`config.mk`:
```
export PLATFORM = sky130hd
export DESIGN_NAME = norm_sched
export DESIGN_NICKNAME = d
export VERILOG_FILES = /design/src/rtl/norm_pkg.sv /design/src/rtl/norm_sched_clz.sv /design/src/rtl/norm_sched.sv
export SDC_FILE = /design/constraint.sdc
export NUM_CORES = 1
export LEC_CHECK = 0
export CELL_PAD_IN_SITES_DETAIL_PLACEMENT = 2
export CELL_PAD_IN_SITES_GLOBAL_PLACEMENT = 2
export CORE_MARGIN = 2
export CORE_UTILIZATION = 34
export DETAILED_ROUTE_END_ITERATION = 10
export GPL_TIMING_DRIVEN = 1
export PLACE_DENSITY_LB_ADDON = 0.1
export SYNTH_ARGS = -nofsm -noshare
export SYNTH_HDL_FRONTEND = slang
export SYNTH_HIERARCHICAL = 1
export SYNTH_SLANG_ARGS = --single-unit
```
`constraint.sdc`:
```
create_clock -name clk -period 5.43 [get_ports clk]
set_input_delay 0.8145 -clock clk [delete_from_list [all_inputs] [get_ports clk]]
set_output_delay 0.8145 -clock clk [all_outputs]
set_load 0.01 [all_outputs]
```
`src/rtl/norm_pkg.sv`:
```
// Shared types and constants for the CLZ / normalize sequencer.
package norm_pkg;

  localparam int unsigned DATA_W = 32;
  localparam int unsigned CNT_W  = 6;

  localparam logic OP_CLZ  = 1'b0;
  localparam logic OP_NORM = 1'b1;

  typedef enum logic [1:0] {
    IDLE,
    COUNT,
    SHIFT,
    DONE
  } state_t;

  typedef struct packed {
    logic [DATA_W-1:0] a;
    logic              op;
    logic              id;
  } req_t;

  // A count of 32 (bit 5 set) clears the word instead of wrapping the shift amount.
  function automatic logic [DATA_W-1:0] shl_sat(input logic [DATA_W-1:0] a,
                                                input logic [CNT_W-1:0]  n);
    return n[CNT_W-1] ? '0 : (a << n[CNT_W-2:0]);
  endfunction

endpackage

```
`src/rtl/norm_sched_clz.sv`:
```
// Combinational 32-bit count-leading-zeros; all-zero input yields 32.
module clz (
  input  logic [31:0] a_i,
  output logic [31:0] count_o
);

  // Scanning upward lets the highest set bit win the last assignment.
  always_comb begin
    count_o = 32'd32;
    for (int unsigned i = 0; i < 32; i++) begin
      if (a_i[i]) count_o = 32'(31 - i);
    end
  end

endmodule

```
`src/rtl/norm_sched.sv`:
```
// Two-requester arbiter and sequencer around a shared clz and left shifter.
module norm_sched #(
  parameter bit FAIR = 1'b1
) (
  input  logic        clk,
  input  logic        reset,
  input  logic        req0_valid,
  output logic        req0_ready,
  input  logic        req0_op,
  input  logic [31:0] req0_a,
  input  logic        req1_valid,
  output logic        req1_ready,
  input  logic        req1_op,
  input  logic [31:0] req1_a,
  output logic        res_valid,
  input  logic        res_ready,
  output logic        res_id,
  output logic [31:0] res_value,
  output logic [5:0]  res_count,
  output logic        busy
);
  import norm_pkg::*;

  state_t             state_q;
  req_t               req_q;
  logic               ptr_q;
  logic [CNT_W-1:0]   cnt_q;
  logic [DATA_W-1:0]  value_q;
  logic               valid_q;
  logic               busy_q;

  logic               grant0;
  logic               grant1;
  logic [31:0]        clz_raw;
  logic [CNT_W-1:0]   clz_cnt;
  logic               unused_clz_hi;

  clz u_clz (
    .a_i     (req_q.a),
    .count_o (clz_raw)
  );

  assign clz_cnt       = clz_raw[CNT_W-1:0];
  assign unused_clz_hi = ^clz_raw[31:CNT_W];

  // ptr_q names the requester that wins a tie when round-robin is enabled.
  always_comb begin
    grant0 = 1'b0;
    grant1 = 1'b0;
    if (FAIR && req0_valid && req1_valid) begin
      grant0 = ~ptr_q;
      grant1 = ptr_q;
    end else begin
      grant0 = req0_valid;
      grant1 = req1_valid & ~req0_valid;
    end
  end

  assign req0_ready = (state_q == IDLE) & grant0 & ~reset;
  assign req1_ready = (state_q == IDLE) & grant1 & ~reset;

  always_ff @(posedge clk) begin
    if (reset) begin
      state_q <= IDLE;
      req_q   <= '0;
      ptr_q   <= 1'b0;
      cnt_q   <= '0;
      value_q <= '0;
      valid_q <= 1'b0;
      busy_q  <= 1'b0;
    end else begin
      case (state_q)
        IDLE: begin
          if (req0_ready || req1_ready) begin
            req_q.a  <= req1_ready ? req1_a  : req0_a;
            req_q.op <= req1_ready ? req1_op : req0_op;
            req_q.id <= req1_ready;
            busy_q   <= 1'b1;
            state_q  <= COUNT;
          end
        end
        COUNT: begin
          cnt_q <= clz_cnt;
          if (req_q.op == OP_CLZ) begin
            value_q <= {{(DATA_W-CNT_W){1'b0}}, clz_cnt};
            valid_q <= 1'b1;
            state_q <= DONE;
          end else begin
            state_q <= SHIFT;
          end
        end
        SHIFT: begin
          value_q <= shl_sat(req_q.a, cnt_q);
          valid_q <= 1'b1;
          state_q <= DONE;
        end
        DONE: begin
          if (res_ready) begin
            valid_q <= 1'b0;
            busy_q  <= 1'b0;
            ptr_q   <= ~req_q.id;
            state_q <= IDLE;
          end
        end
        default: state_q <= IDLE;
      endcase
    end
  end

  assign res_valid = valid_q;
  assign res_id    = req_q.id;
  assign res_value = value_q;
  assign res_count = cnt_q;
  assign busy      = busy_q;

endmodule

```
* Word-level counts from Yosys, hierarchy flattened *
Index checks and enable logic that the tools add are counted.

cells by class
  reductions and logical operators = 12
  shift-type cells = 1
  mux-type cells = 48
  bitwise operators = 9
  equality and inequality tests = 6

operators with widths
  cell                  number
  $mux W6               32
  $mux W32              3
  $pmux W32 S2          1
  $shl A32 B5 Y32       1
  $pmux W2 S4           1
  $reduce_and A2 Y1     4
  $mux W1               7
  $reduce_and A3 Y1     2
  $and A1 B1 Y1         5
  $eq A2 B2 Y1 const B  2
  $mux W2               2
  $ne A2 B2 Y1 const B  2
  $not A1 Y1            4
  $reduce_bool A2 Y1    2
  $pmux W1 S3           1
  $reduce_bool A3 Y1    1
  $eq A2 B1 Y1 const B  1
  $logic_not A2 Y1      1
  $ne A2 B1 Y1 const B  1
  $pmux W1 S2           1
  $logic_and A1 B1 Y1   1
  $logic_or A1 B1 Y1    1

word-level totals
  register bits = 77
  word-level logic and storage cells = 85

* Logic depth before layout (Yosys ltp) *
Gate-level depths: netlist (run 1).

  depth in word-level cells = 34
  gate-level depth with buffers = 10
  mapped depth without buffers = 8

* Modules after synthesis *
The synthesis (run 1) kept the hierarchy.

modules (own cells, without submodules)
  module      area an instance (sq um)  times used  cells an instance  sequential area each (sq um)
  norm_sched  5200.0                    1           559                1541.5
  clz         566.8                     1           92                 0.0

* Least setup slack after synthesis (run 1) *
OpenSTA, ideal clock, no wires.

  path type = input to output
  start = input port reset
  end = output port req1_ready
  setup slack = 2947 ps
  required time = 4615 ps
  arrival time = 1668 ps
  cell stages on the path = 6
  cell sequence = buf_2 > nor2b_1 > nand2_1 > a21oi_1 > buf_4 > buf_4

between the ends
  cells in the longest elaborated chain, start to end = 2

ends and longest elaborated chain
  element          line              source
  start, declared  norm_sched.sv:6   input logic reset,
  $not A1 Y1       norm_sched.sv:60  assign req1_ready = (state_q == IDLE) & grant1 & ~reset;
  $and A1 B1 Y1    norm_sched.sv:60
  end, declared    norm_sched.sv:12  output logic req1_ready,

No other way between the ends.

* Final worst setup path (run 1) *
  start = register state_q[1]
  end = register value_q[27], in the netlist res_value[27]

between the ends
  cells in the longest elaborated chain, start to end = 3
  elaborated cells between the ends (all ways) = 6
  classes of those cells = eq/ne (3); mux (1); reduce/logical (2)

ends and longest elaborated chain
  element                                                              line              source
  start, declared                                                      norm_sched.sv:24  state_t state_q;
  start signal, assigned                                               norm_sched.sv:64  state_q <= IDLE;
  start signal, assigned                                               norm_sched.sv:79  state_q <= COUNT;
  start signal, assigned                                               norm_sched.sv:87  state_q <= DONE;
  $eq A2 B1 Y1 or $eq A2 B2 Y1 (tied branches)                         norm_sched.sv:72  case (state_q)
  $ne A2 B2 Y1 (no source line) or $reduce_bool A2 Y1 (tied branches)  --
  $reduce_and A2 Y1 (no source line)                                   --
  end signal, assigned                                                 norm_sched.sv:85  value_q <= {{(DATA_W-CNT_W){1'b0}}, clz_cnt};
  end signal, assigned                                                 norm_sched.sv:93  value_q <= shl_sat(req_q.a, cnt_q);
  end, declared                                                        norm_sched.sv:28  logic [DATA_W-1:0] value_q;

Parallel ways exist; a longest one is shown, timed or not.
A chain may end at the register's enable or synchronous reset.

==> results of run 1 <==
## power groups by stage
stage	combinational (mW)	clock (mW)	sequential [mW]
2_1_floorplan	1.30	0	0.846
3_3_place_gp	1.75	0	0.921
3_5_place_dp	1.81	0	0.935
4_1_cts	1.82	0.678	0.922
5_1_grt	1.97	0.704	0.951
6_report	1.81	0.665	0.924
## area by class of cell
class	instances	share of cell area, %
Multi-Input combinational cell	480	52.3
Sequential cell	77	21.8
Timing Repair Buffer	121	16.7
Tap cell	216	3.82
Clock buffer	11	3.43
Clock inverter	4	1.02
Inverter	17	0.901
## worst max-delay path by stage
stage	startpoint	endpoint	slack [ps]
floorplan	reset	req1_ready	2950
global placement	state_q[1]$_SDFFE_PP0P_	res_value[27]$_SDFFE_PP0P_	2080
detailed placement	state_q[1]$_SDFFE_PP0P_	res_value[27]$_SDFFE_PP0P_	1860
CTS	state_q[1]$_SDFFE_PP0P_	res_value[27]$_SDFFE_PP0P_	1860
global route	state_q[1]$_SDFFE_PP0P_	res_value[27]$_SDFFE_PP0P_	1570
finish	state_q[1]$_SDFFE_PP0P_	res_value[27]$_SDFFE_PP0P_	1920
## per-layer routing
layer  vias up  GRT usage, %  wire, µm
met1      2686          29.9      9100
met3        25          3.31       649
met4         0          8.09       499
met5         -             0         0
met2       116          39.6      9800
li1       2542             -         -
## worst max-delay path, delay by kind of cell (launching register included)
| kind | cells | cell delay [ps] |
|---|---|---|
| AND/OR/NAND/NOR | 2 | 1190 |
| flip-flops | 1 | 400 |
| AO/OA/AOI/OAI | 3 | 1320 |
| adder cells (fa/ha/maj) | 1 | 180 |
| buffers and inverters | 2 | 330 |
## cells in the final DEF (no fill, tap or decap), types with 9 or more instances in the layout
cell	n
a211oi_1	42
a21oi_1	31
a22o_1	14
clkbuf_16	9
clkdlybuf4s50_1	112
dfxtp_1	75
inv_1	15
mux2_2	10
mux2i_1	62
mux4_2	23
nand2_1	52
nor2_1	74
nor3_1	15
nor4_1	9
o21ai_0	9
## registers in the layout, indices dropped and copies added (netlist names)
register / flops
busy: 1
res_id: 1
ptr_q: 1
res_count: 6
req_q: 33
res_valid: 1
res_value: 32
state_q: 2
## through the flow
step / setup WS, ps / cell area [µm²] / instances / hold slack (ps) / total power [mW]
floorplan: 2950 / 5570 / 624 / 481 / 2.15
global placement: 2080 / 6770 / 911 / 436 / 2.67
detailed placement: 1860 / 6770 / 911 / 456 / 2.74
CTS: 1860 / 7080 / 926 / 469 / 3.42
global route: 1570 / 7080 / 926 / 495 / 3.63
finish: 1920 / 7080 / 926 / 462 / 3.40
==> results list, run 1 <==
* Run status: finished clean
* Cell repeated most along the worst path: nor2b_1
- STA classifies the critical path endpoint as a flop.
- Dividing the detail-routed via count by the number of cells gives 5.80.
- In this run, the number of DRC markers left after iteration 0 of detailed routing was about 270.
* Cell with the biggest individual delay on the critical path: nor2b_1
- Total die area: ~17,000 µm²
* Time the worst path needs with I/O delays and setup: 3510 ps
- Fraction of the cycle the final worst path needs: about two thirds
* Die width: 132 µm
- Largest net degree at the start of global routing: 70
- Clock-pin slew was measured on the worst setup and hold paths at roughly 60 ps.
- The filler cells instantiated in the layout total 1,730.
* Part of the total power dissipated in combinational logic: ~53%
- Area Overhead vs Synth: 27.2%
- Buffers inserted during clock tree synthesis total 9.
- Worst Path Max Fanout: 27
- Accumulated negative setup slack: 0 ps
* Max VDD drop: between 200 and 250 µV
- After detailed routing, the number of remaining DRC violations is 0.
* End of the worst register-to-register path: res_value[27]$_SDFFE_PP0P_
- Drt pass-1 iters: 4
- By startpoint and endpoint, the worst setup path is classified as reg2reg.
- Crit path required time: around 5700 ps
- Row generation in the floorplan step produced 46 rows.
* CTS hold repair buffers: 0
* Die Y: about 130 µm
- The worst hold path was traced through 2 stages.
- For this design the total switching power over the nets is between 1.5 and 2 mW.
- Setup violations remaining at the end of the flow were counted as 0.
* Quantity of I/O buffers inserted on ports: 113
* Number of gates given a new drive strength after cts: 0
* Weighted congestion at the end of routability-driven global placement: between 0.8 and 0.9
* Crit path cell chain: inv_1, ha_1, buf_4, nor2b_1, a21oi_1, nor2b_1, a22oi_1, o211ai_1
* Crit-path max cell delay: 1000 ps
- Per report_power, the sequential group accounts for a little over a quarter of the total.
- Wirelength, routed: around 20,000 µm
- After clock tree synthesis, the setup repair step added 0 buffers.
* Cell at the root of the clock tree: clkbuf_16
- Number of hold violations in the final report: 0
- Global-route usage over all layers: between 20 and 25%
- Net total in the final layout: about 800
- Slew of the pin with the lowest slew margin: 1250 ps
- Dpl hpwl: 15,200 µm
- First-pass GRT wire length: between 30,000 and 40,000 µm
- Detail-routed net length per standard cell: roughly 22 µm
* Cell count after synthesis: about 620
* Total via count in the routed design: roughly 5,400
- Power spread over the standard cell area amounts to approximately 480 nW/µm².
- During synthesis, Yosys emitted a total of 6 warnings.
- Total congestion overflow: 0
- In this run the remaining antenna-violating nets after routing total 0.
- Headroom to the max-slew limit came out at between 10% and 20%.
- Hold/Removal Path Class: reg2reg
* Initial antenna violation count: 0
- Setup repair after global routing left no endpoint under its margin.
- Maximum count of clock buffers along a single path: 2
- The startpoint identified for the worst register-to-register timing path is state_q[1]$_SDFFE_PP0P_.
* Startpoint class of the critical path: flop
- The number of nets handed over by synthesis was 700.
- At the later pin of the worst-skew pair, clock insertion delay measures 350 ps.
- Summing every instance area after synthesis gives around 5600 µm².
- Placeable core area: about 16,000 µm²
* Count of H-tree levels built during CTS: 3
- Final worst clock skew: roughly 10 ps
- Internal Power: 1.89 mW
* Final core utilization: roughly 44%
- For this design the top-level I/O count stands at around 110.
* Clock sinks: between 70 and 80
- Area used by multi-input combinational logic: about 3700 µm²
- The repair_antennas step left the layout with diodes totalling 0.
- Post-Syn Area per Cell: between 8 and 9 µm²
- Data arrival at the endpoint of the critical path: 3780 ps
* Worst min-delay path startpoint: res_value[11]$_SDFFE_PP0P_
* Flip-flop and latch area: roughly 1500 µm²
- Net switching is between 40 and 50% of the power.
- The worst register-to-register path has a setup slack of roughly 1900 ps.
- Destination of the worst hold path: res_value[11]$_SDFFE_PP0P_
* Maximum operating frequency: roughly 280 MHz
- Of the total power, the clock network draws 19.6%.
- Ratio of cells with drive above 1 in the final layout: 10.4%
* Cell leakage power: between 2 and 2.5 nW
- For the worst flop-to-flop path, the logic depth is 8.
* Max-capacitance violation count: 0
- Via count of the first global-routing pass: around 5,700
- Max-slew violation count: 0
- Initial Util: about a third
* CTS tree: yes
No activity file was read; power rests on OpenSTA's default activity.
==> run 2: changes to the inputs <==
--- a/config.mk
+++ b/config.mk
@@ -8,7 +8,7 @@
 export CELL_PAD_IN_SITES_DETAIL_PLACEMENT = 2
 export CELL_PAD_IN_SITES_GLOBAL_PLACEMENT = 2
 export CORE_MARGIN = 2
-export CORE_UTILIZATION = 34
+export CORE_UTILIZATION = 32
 export DETAILED_ROUTE_END_ITERATION = 10
 export GPL_TIMING_DRIVEN = 1
 export PLACE_DENSITY_LB_ADDON = 0.1
==> constraint.sdc (replaced) <==
create_clock -name clk -period 3.65 [get_ports clk]
set_input_delay 0.5475 -clock clk [delete_from_list [all_inputs] [get_ports clk]]
set_output_delay 0.5475 -clock clk [all_outputs]
set_load 0.01 [all_outputs]
==> run 2 against run 1 <==
Compared with the run above:
- register-to-register slack got worse by 840 ps
- cell area up 0.58%
- critical path depth is 2 lower
- global-route usage up 0.066 points
- routed wire length up 4.4%
- critical path type is now reg2out
- final cell count up 1.7%
- setup slack lost 1000 ps
- core utilization decreased by 2.9 points
- non-clock buffer count rose by 6
- combinational power up 51%
==> results list, run 2 (same netlist as run 1, synthesis figures left out) <==
- The final layout contains routed wiring with a total length of between 20,000 and 25,000 µm.
* Max VDD drop: 286 µV
- Along the worst path, the maximum fanout reaches 5.
- Top register by number of flip-flops: req_q
* Total congestion overflow: 0
- The critical path goes through inv_1, ha_1, nor2b_1, nand2_1, a21oi_4, clkdlybuf4s50_1.
- Ratio of cells with drive above 1 in the final layout: a little under an eighth
* Sw Ratio: about 45%
- Area Overhead vs Synth: 27.9%
- Placeable core area: 17,200 µm²
- CTS tree: yes
* Clock insertion delay at the later pin of the skew report: approximately 360 ps
- Weighted congestion at the end of routability-driven global placement: between 0.8 and 0.9
- Max-capacitance violation count: 0
- The final max-slew violation count was 0.
- In the finished design, the share of the clock period the worst path needs comes to 75.3%.
* Placed cell area: a little under 7000 µm²
- Initial Util: approximately a third
- Global-route usage over all layers: a little under a quarter
- Worst slew margin: between 30% and 40%
- Cell leakage power: about 2.4 nW
- Internal Power: ~2.8 mW
- After the first detailed-routing iteration, the DRC count stood at around 280.
* Initial antenna violation count: 0
- Commonest cells after routing, fill and taps aside: clkdlybuf4s50_1, dfxtp_1, nor2_1, mux2i_1, nand2_1
- Post-CTS Setup Inserts: 0
* Power density over cell area: about 700 nW/µm²
- Final non-filler cell area: slightly above 7000 µm²
* Crit path required time: between 3000 and 4000 ps
- At the end of the flow the core is filled with cells to about two fifths.
* Clk network pwr share: 18.5%
- P_sw: roughly 2.3 mW
* Crit-path max cell delay: slightly below 600 ps
* Unrepaired setup endpoints after global routing: false
- Power consumption: roughly 5.1 mW
* Largest net degree at the start of global routing: 67
- Category of the critical setup timing path: reg2out
* Share of power burned in registers: between 20 and 30%
- The detailed router placed 5,416 vias in this run.
- Detail-routed net length per standard cell: ~22 µm
- The via count of the first global-routing pass is 5,667.
- Part of the total power dissipated in combinational logic: approximately 54%
* Total setup violations reported at the end of the flow: 0
- CTS hold repair buffers: 0
- The slowest stage of the critical path is the clkdlybuf4s50_1 cell.
- Across all setup checks in the final design, the least slack found is between 900 and 1000 ps.
- Hold/Removal Path Class: reg2reg
* DR vias/cell: around 5.7
* IO Count: approximately 110
* Number of buffers created by CTS: 9
- The H-tree generated during clock tree synthesis spans 3 levels.
- After clock tree synthesis, the clock-pin slew on the worst setup and hold paths is 60 ps.
- After legalization and detailed placement, the total HPWL measured 15,800 µm.
* Min-Delay Path Depth: 2
- In this run, post-CTS repair resized a total of 0 instances.
- Maximum count of clock buffers along a single path: 2
- Clock sinks: 77
- Number of antenna repair diodes: 0
* Slew of the pin with the lowest slew margin: 903 ps
- The tightest hold path in the finished design has a slack of 457 ps.
* First-pass GRT wire length: ~33,000 µm
* Die width: 136 µm
- Detailed-route DRC error count: 0
- Time the worst path needs with I/O delays and setup: between 2000 and 3000 ps
- Die Y: between 100 and 150 µm
* Total die area: 18,500 µm²
- Data arrival at the endpoint of the critical path: ~2200 ps
- Net total in the final layout: about 790
- Critical path buffers and inverters: 2
* Run status: finished clean
- Kind of end point of the critical path: output port
* DRT antenna net count: 0
- Number of hold violations in the final report: 0
- Depth of the critical timing path with buffers and inverters included: 6
- The register with the most flip-flops in the layout has 33 of them.
- The finished layout holds 942 standard cells, fillers aside.
- Timing would allow up to between 300 and 400 MHz.
- Most common library cell in the layout ignoring fill and taps: clkdlybuf4s50_1
* Accumulated negative setup slack: 0 ps
- Clock tree synthesis selected as its root buffer the cell clkbuf_16.
* Final worst clock skew: approximately 14 ps
- The pre-antenna-repair detailed-routing pass consisted of 4 iterations.
- The floorplan has 48 rows.
- After detailed placement, the design holds a cell count of a little over 900.
- Quantity of I/O buffers inserted on ports: 113
- Count of cells along the worst register-to-register path: 7
* Post-placement setup slack: between 1000 and 1500 ps
* Kind of cell adding the most delay to the critical path: buffers and inverters
- Startpoint class of the critical path: flop
- Fill cell total of the finished layout: roughly 1,900
==> run 2: final timing paths <==
check                               endpoint  slack (ps)                  startpoint
setup / recovery                  req1_ready         900     state_q[0]$_SDFFE_PP0P_
hold / removal    res_value[15]$_SDFFE_PP0P_         460  res_value[15]$_SDFFE_PP0P_
setup reg to reg   res_value[6]$_SDFFE_PP0P_        1080     state_q[0]$_SDFFE_PP0P_
hold reg to reg   res_value[15]$_SDFFE_PP0P_         460  res_value[15]$_SDFFE_PP0P_
==> run 2: cell type report <==
| cell class | instances | area, µm² | share of cell area (%) |
|---|---|---|---|
| multi-input combinational | 480 | 3700 | 52.0 |
| sequential | 77 | 1540 | 21.7 |
| timing repair buffer | 127 | 1230 | 17.3 |
| tap | 225 | 282 | 3.95 |
| clock buffer | 10 | 239 | 3.35 |
| inverter | 17 | 63.8 | 0.896 |
| clock inverter | 6 | 61.3 | 0.861 |
==> run 2: metal layers <==
layer  share of wire (%)  track usage [%]  wire (µm)  up-vias
met5                   0                0          0        -
met4                 1.7             7.35        350        0
met3                 3.5             2.65        742       16
met2                  50             40.3      10500      133
met1                  45             30.1       9370     2712
li1                    -                -          -     2555
==> run 2: power by group through the flow <==
stage	Sequential, mW	Clock [mW]	Combinational [mW]
CTS	1.41	0.957	2.74
detailed placement	1.42	0	2.72
global route	1.46	0.992	2.96
global placement	1.40	0	2.63
floorplan	1.26	0	1.94
finish	1.41	0.940	2.73
==> run 2: worst min-delay path: cells and delay by family (launching register included) <==
kind	cells	cell delay, ps
compound gates	1	50
flops	1	330
simple gates	1	40
==> run 3: changes to the inputs <==
==> constraint.sdc (replaced) <==
create_clock -name clk -period 2.56 [get_ports clk]
set_input_delay 0.384 -clock clk [delete_from_list [all_inputs] [get_ports clk]]
set_output_delay 0.384 -clock clk [all_outputs]
set_load 0.01 [all_outputs]
==> run 3 against run 2 <==
Compared with the run above:
- cell area up 3.3%
- core utilization up 1.4 points
- highest routed layer unchanged
- sequential share of layout area down 0.70 points
- sequential power up 40%
- critical path type unchanged
- clock skew down 5.8 ps
- die area unchanged
- final cell count up 1.7%
- register-to-register slack worse by 880 ps
- sequential cell count unchanged
==> results list, run 3 (same netlist as run 1, synthesis figures left out) <==
- The clock passes through at most 2 buffers.
- Crit-path max cell delay: between 500 and 600 ps
* CTS tree: yes
* Crit path cell chain: inv_1, ha_1, nor2b_4, nand2_1, a21oi_1, clkdlybuf4s50_1
* Total die area: about 18,000 µm²
* Max-slew violation count: 0
- Along the worst path, the maximum fanout reaches 5.
- Iteration-0 DRC Markers: 262
* Final Worst Setup Slack: 130 ps
- The worst register-to-register path ends at res_value[28]$_SDFFE_PP0P_.
- Power density over cell area: between 1000 and 1500 nW/µm²
- The layout has ~1,900 filler cells.
- First-pass GRT wire length: around 33,000 µm
* Count of H-tree levels built during CTS: 3
- Entering global routing, the biggest net connects 67 pins.
- Clock-pin slew was measured on the worst setup and hold paths at roughly 60 ps.
* Filler-free cell count of the finished design: about 960
- For this run, the total global-route usage over all layers was measured as a little under a quarter.
- After the last flow step, the layout net total stands at ~800.
- Total congestion overflow: 0
* Power consumption: around 7.6 mW
- The final route contains roughly 5,500 vias.
- Kind of end point of the critical path: output port
* Die Y: ~140 µm
- The number of antenna violations at the first check in global routing was 0.
- Reg-to-Reg Start: res_count[2]$_SDFFE_PP0N_
* Worst slew margin: a little over two fifths
* Final worst clock skew: about 8 ps
- Number of buffers created by CTS: 9
- The count of endpoints failing hold in the final timing report is 0.
* Placed Cells incl. Taps: 942
- Weighted congestion at the end of routability-driven global placement: slightly below 0.9
- Row count: 48
- In the final layout, the multi-input gates occupy between 3000 and 4000 µm².
- Final non-filler cell area: 7360 µm²
* Hold/Removal Path Class: reg2reg
- Max-cap violations in this run came to 0.
- The total area inside the core boundary comes to about 17,000 µm².
* Total setup violations reported at the end of the flow: 0
* Data arrival at the endpoint of the critical path: 2050 ps
* Accumulated negative setup slack: 0 ps
- In the routed layout, each cell is associated on average with a via count of around 5.8.
- Worst setup path end: req0_ready
- In the routed design, unresolved DRC markers number 0.
- The pre-antenna-repair detailed-routing pass consisted of 4 iterations.
* Commonest cells after routing, fill and taps aside: clkdlybuf4s50_1, dfxtp_1, nor2_1, mux2i_1, nand2_1
- Max VDD drop: between 400 and 500 µV
- In this run the static leakage power is approximately 2.6 nW.
* Via count of the first global-routing pass: between 5,000 and 6,000
* Flip-flop count of the largest register after layout: 33
* Detail-routed net length per standard cell: 22.5 µm
- Post-CTS Setup Inserts: 0
- Measured along the x axis, the die boundary spans approximately 140 µm.
- Launch point of the worst path: state_q[0]$_SDFFE_PP0P_
- Wirelength, routed: between 20,000 and 25,000 µm
- The flow ran to the end, and the final reports show no timing, DRC or antenna violations.
* Dpl hpwl: about 17,000 µm
- For this design, the slowest cell found on the critical path is clkdlybuf4s50_1.
* Most common library cell in the layout ignoring fill and taps: clkdlybuf4s50_1
- The sequential cells in the finished layout cover a total of 1540 µm².
- Top register by number of flip-flops: req_q
* Time the worst path needs with I/O delays and setup: ~2400 ps
- For the worst-skew pair, the clock arrives at the later sink with an insertion delay of 350 ps.
- The worst setup path is launched from a flop.
* Category of the critical setup timing path: reg2out
* DRT antenna net count: 0
- Across all register-to-register paths, the minimum setup slack is roughly 200 ps.
- The clock drives 77 sinks.
- Once the floorplan was initialized, standard cells occupied roughly 32% of the core.
* Number of antenna repair diodes: 0
* Quantity of I/O buffers inserted on ports: ~110
- Cell at the root of the clock tree: clkbuf_16
- The area growth from synthesis to layout is 32.2%.
* Crit path required time: roughly 2200 ps
* Unrepaired setup endpoints after global routing: false
- Count of cells along the worst register-to-register path: 5
- 114 I/O pins were placed.
* Maximum operating frequency: about 400 MHz
- In this run the cell area measured after placement is ~7000 µm².
- Before CTS, the worst setup slack after placement is 98.6 ps.
- Of the available clock period, the critical path in the final layout requires between 90% and 100%.
- The post-route netlist has between 10% and 20% of its cells at a drive strength greater than 1.
- Slew of the pin with the lowest slew margin: 841 ps
## run 3: changes by cell type in the layout (fill, tap and decap cells not counted), sizes merged
cell / delta
clkbuf: +2
buf: +16
bufinv: +1
clkdlybuf4s50: -1
clkinv: -2
dlygate4sd2: +1
clkinvlp: -1
## run 3: critical path: cells and delay by family (launching register included)
kind | cells | cell delay [ps]
DFF | 1 | 330
adders and majority gates | 1 | 200
and+or+nand+nor | 2 | 240
buffers and inverters | 2 | 710
AOI/OAI and AO/OA | 1 | 190
## run 3: how the worst min path moves through the flow
stage / start / end / slack [ps] / depth (start not counted)
floorplan: res_value[6]$_SDFFE_PP0P_ / res_value[6]$_SDFFE_PP0P_ / 480 / 2
global placement: res_value[11]$_SDFFE_PP0P_ / res_value[11]$_SDFFE_PP0P_ / 440 / 2
detailed placement: res_value[11]$_SDFFE_PP0P_ / res_value[11]$_SDFFE_PP0P_ / 450 / 2
CTS: res_value[11]$_SDFFE_PP0P_ / res_value[11]$_SDFFE_PP0P_ / 460 / 2
global route: res_value[6]$_SDFFE_PP0P_ / res_value[6]$_SDFFE_PP0P_ / 490 / 2
finish: res_value[11]$_SDFFE_PP0P_ / res_value[11]$_SDFFE_PP0P_ / 450 / 2
## run 3: report_power, final
| group | internal, mW | total, mW | switching [mW] | leakage (nW) |
|---|---|---|---|---|
| clock network | 0.939 | 1.48 | 0.540 | 0.169 |
| logic | 1.88 | 4.14 | 2.25 | 1.77 |
| registers | 1.45 | 1.98 | 0.525 | 0.630 |
| total | 4.28 | 7.60 | 3.32 | 2.57 |
## run 3: area by class of cell
cell class,instances,share of cell area [%]
flip-flops and latches,77,21.0
multi-input cells,480,50.5
well taps,225,3.82
inverters,17,0.867
repair buffers,143,19.2
clock buffers,12,3.62
clock inverters,4,1.05
## run 3: routing by layer
metal	up-vias	share of wire, %	GRT usage [%]
li1	2593	-	-
met1	2752	45	30.1
met2	136	49	41.4
met3	28	3.1	2.76
met4	0	3.1	9.66
met5	-	0	0
## run 3: through the flow
step	utilization [%]	hold WS [ps]
floorplan	-	481
global placement	40.8	438
detailed placement	40.8	447
CTS	42.8	461
global route	42.9	485
finish	42.9	451
## run 3: repair_timing
| item | in CTS | in global routing |
|---|---|---|
| endpoints found under the setup margin | 2 | 2 |
| resized for setup | 2 | 2 |
| hold buffers | 0 | 0 |
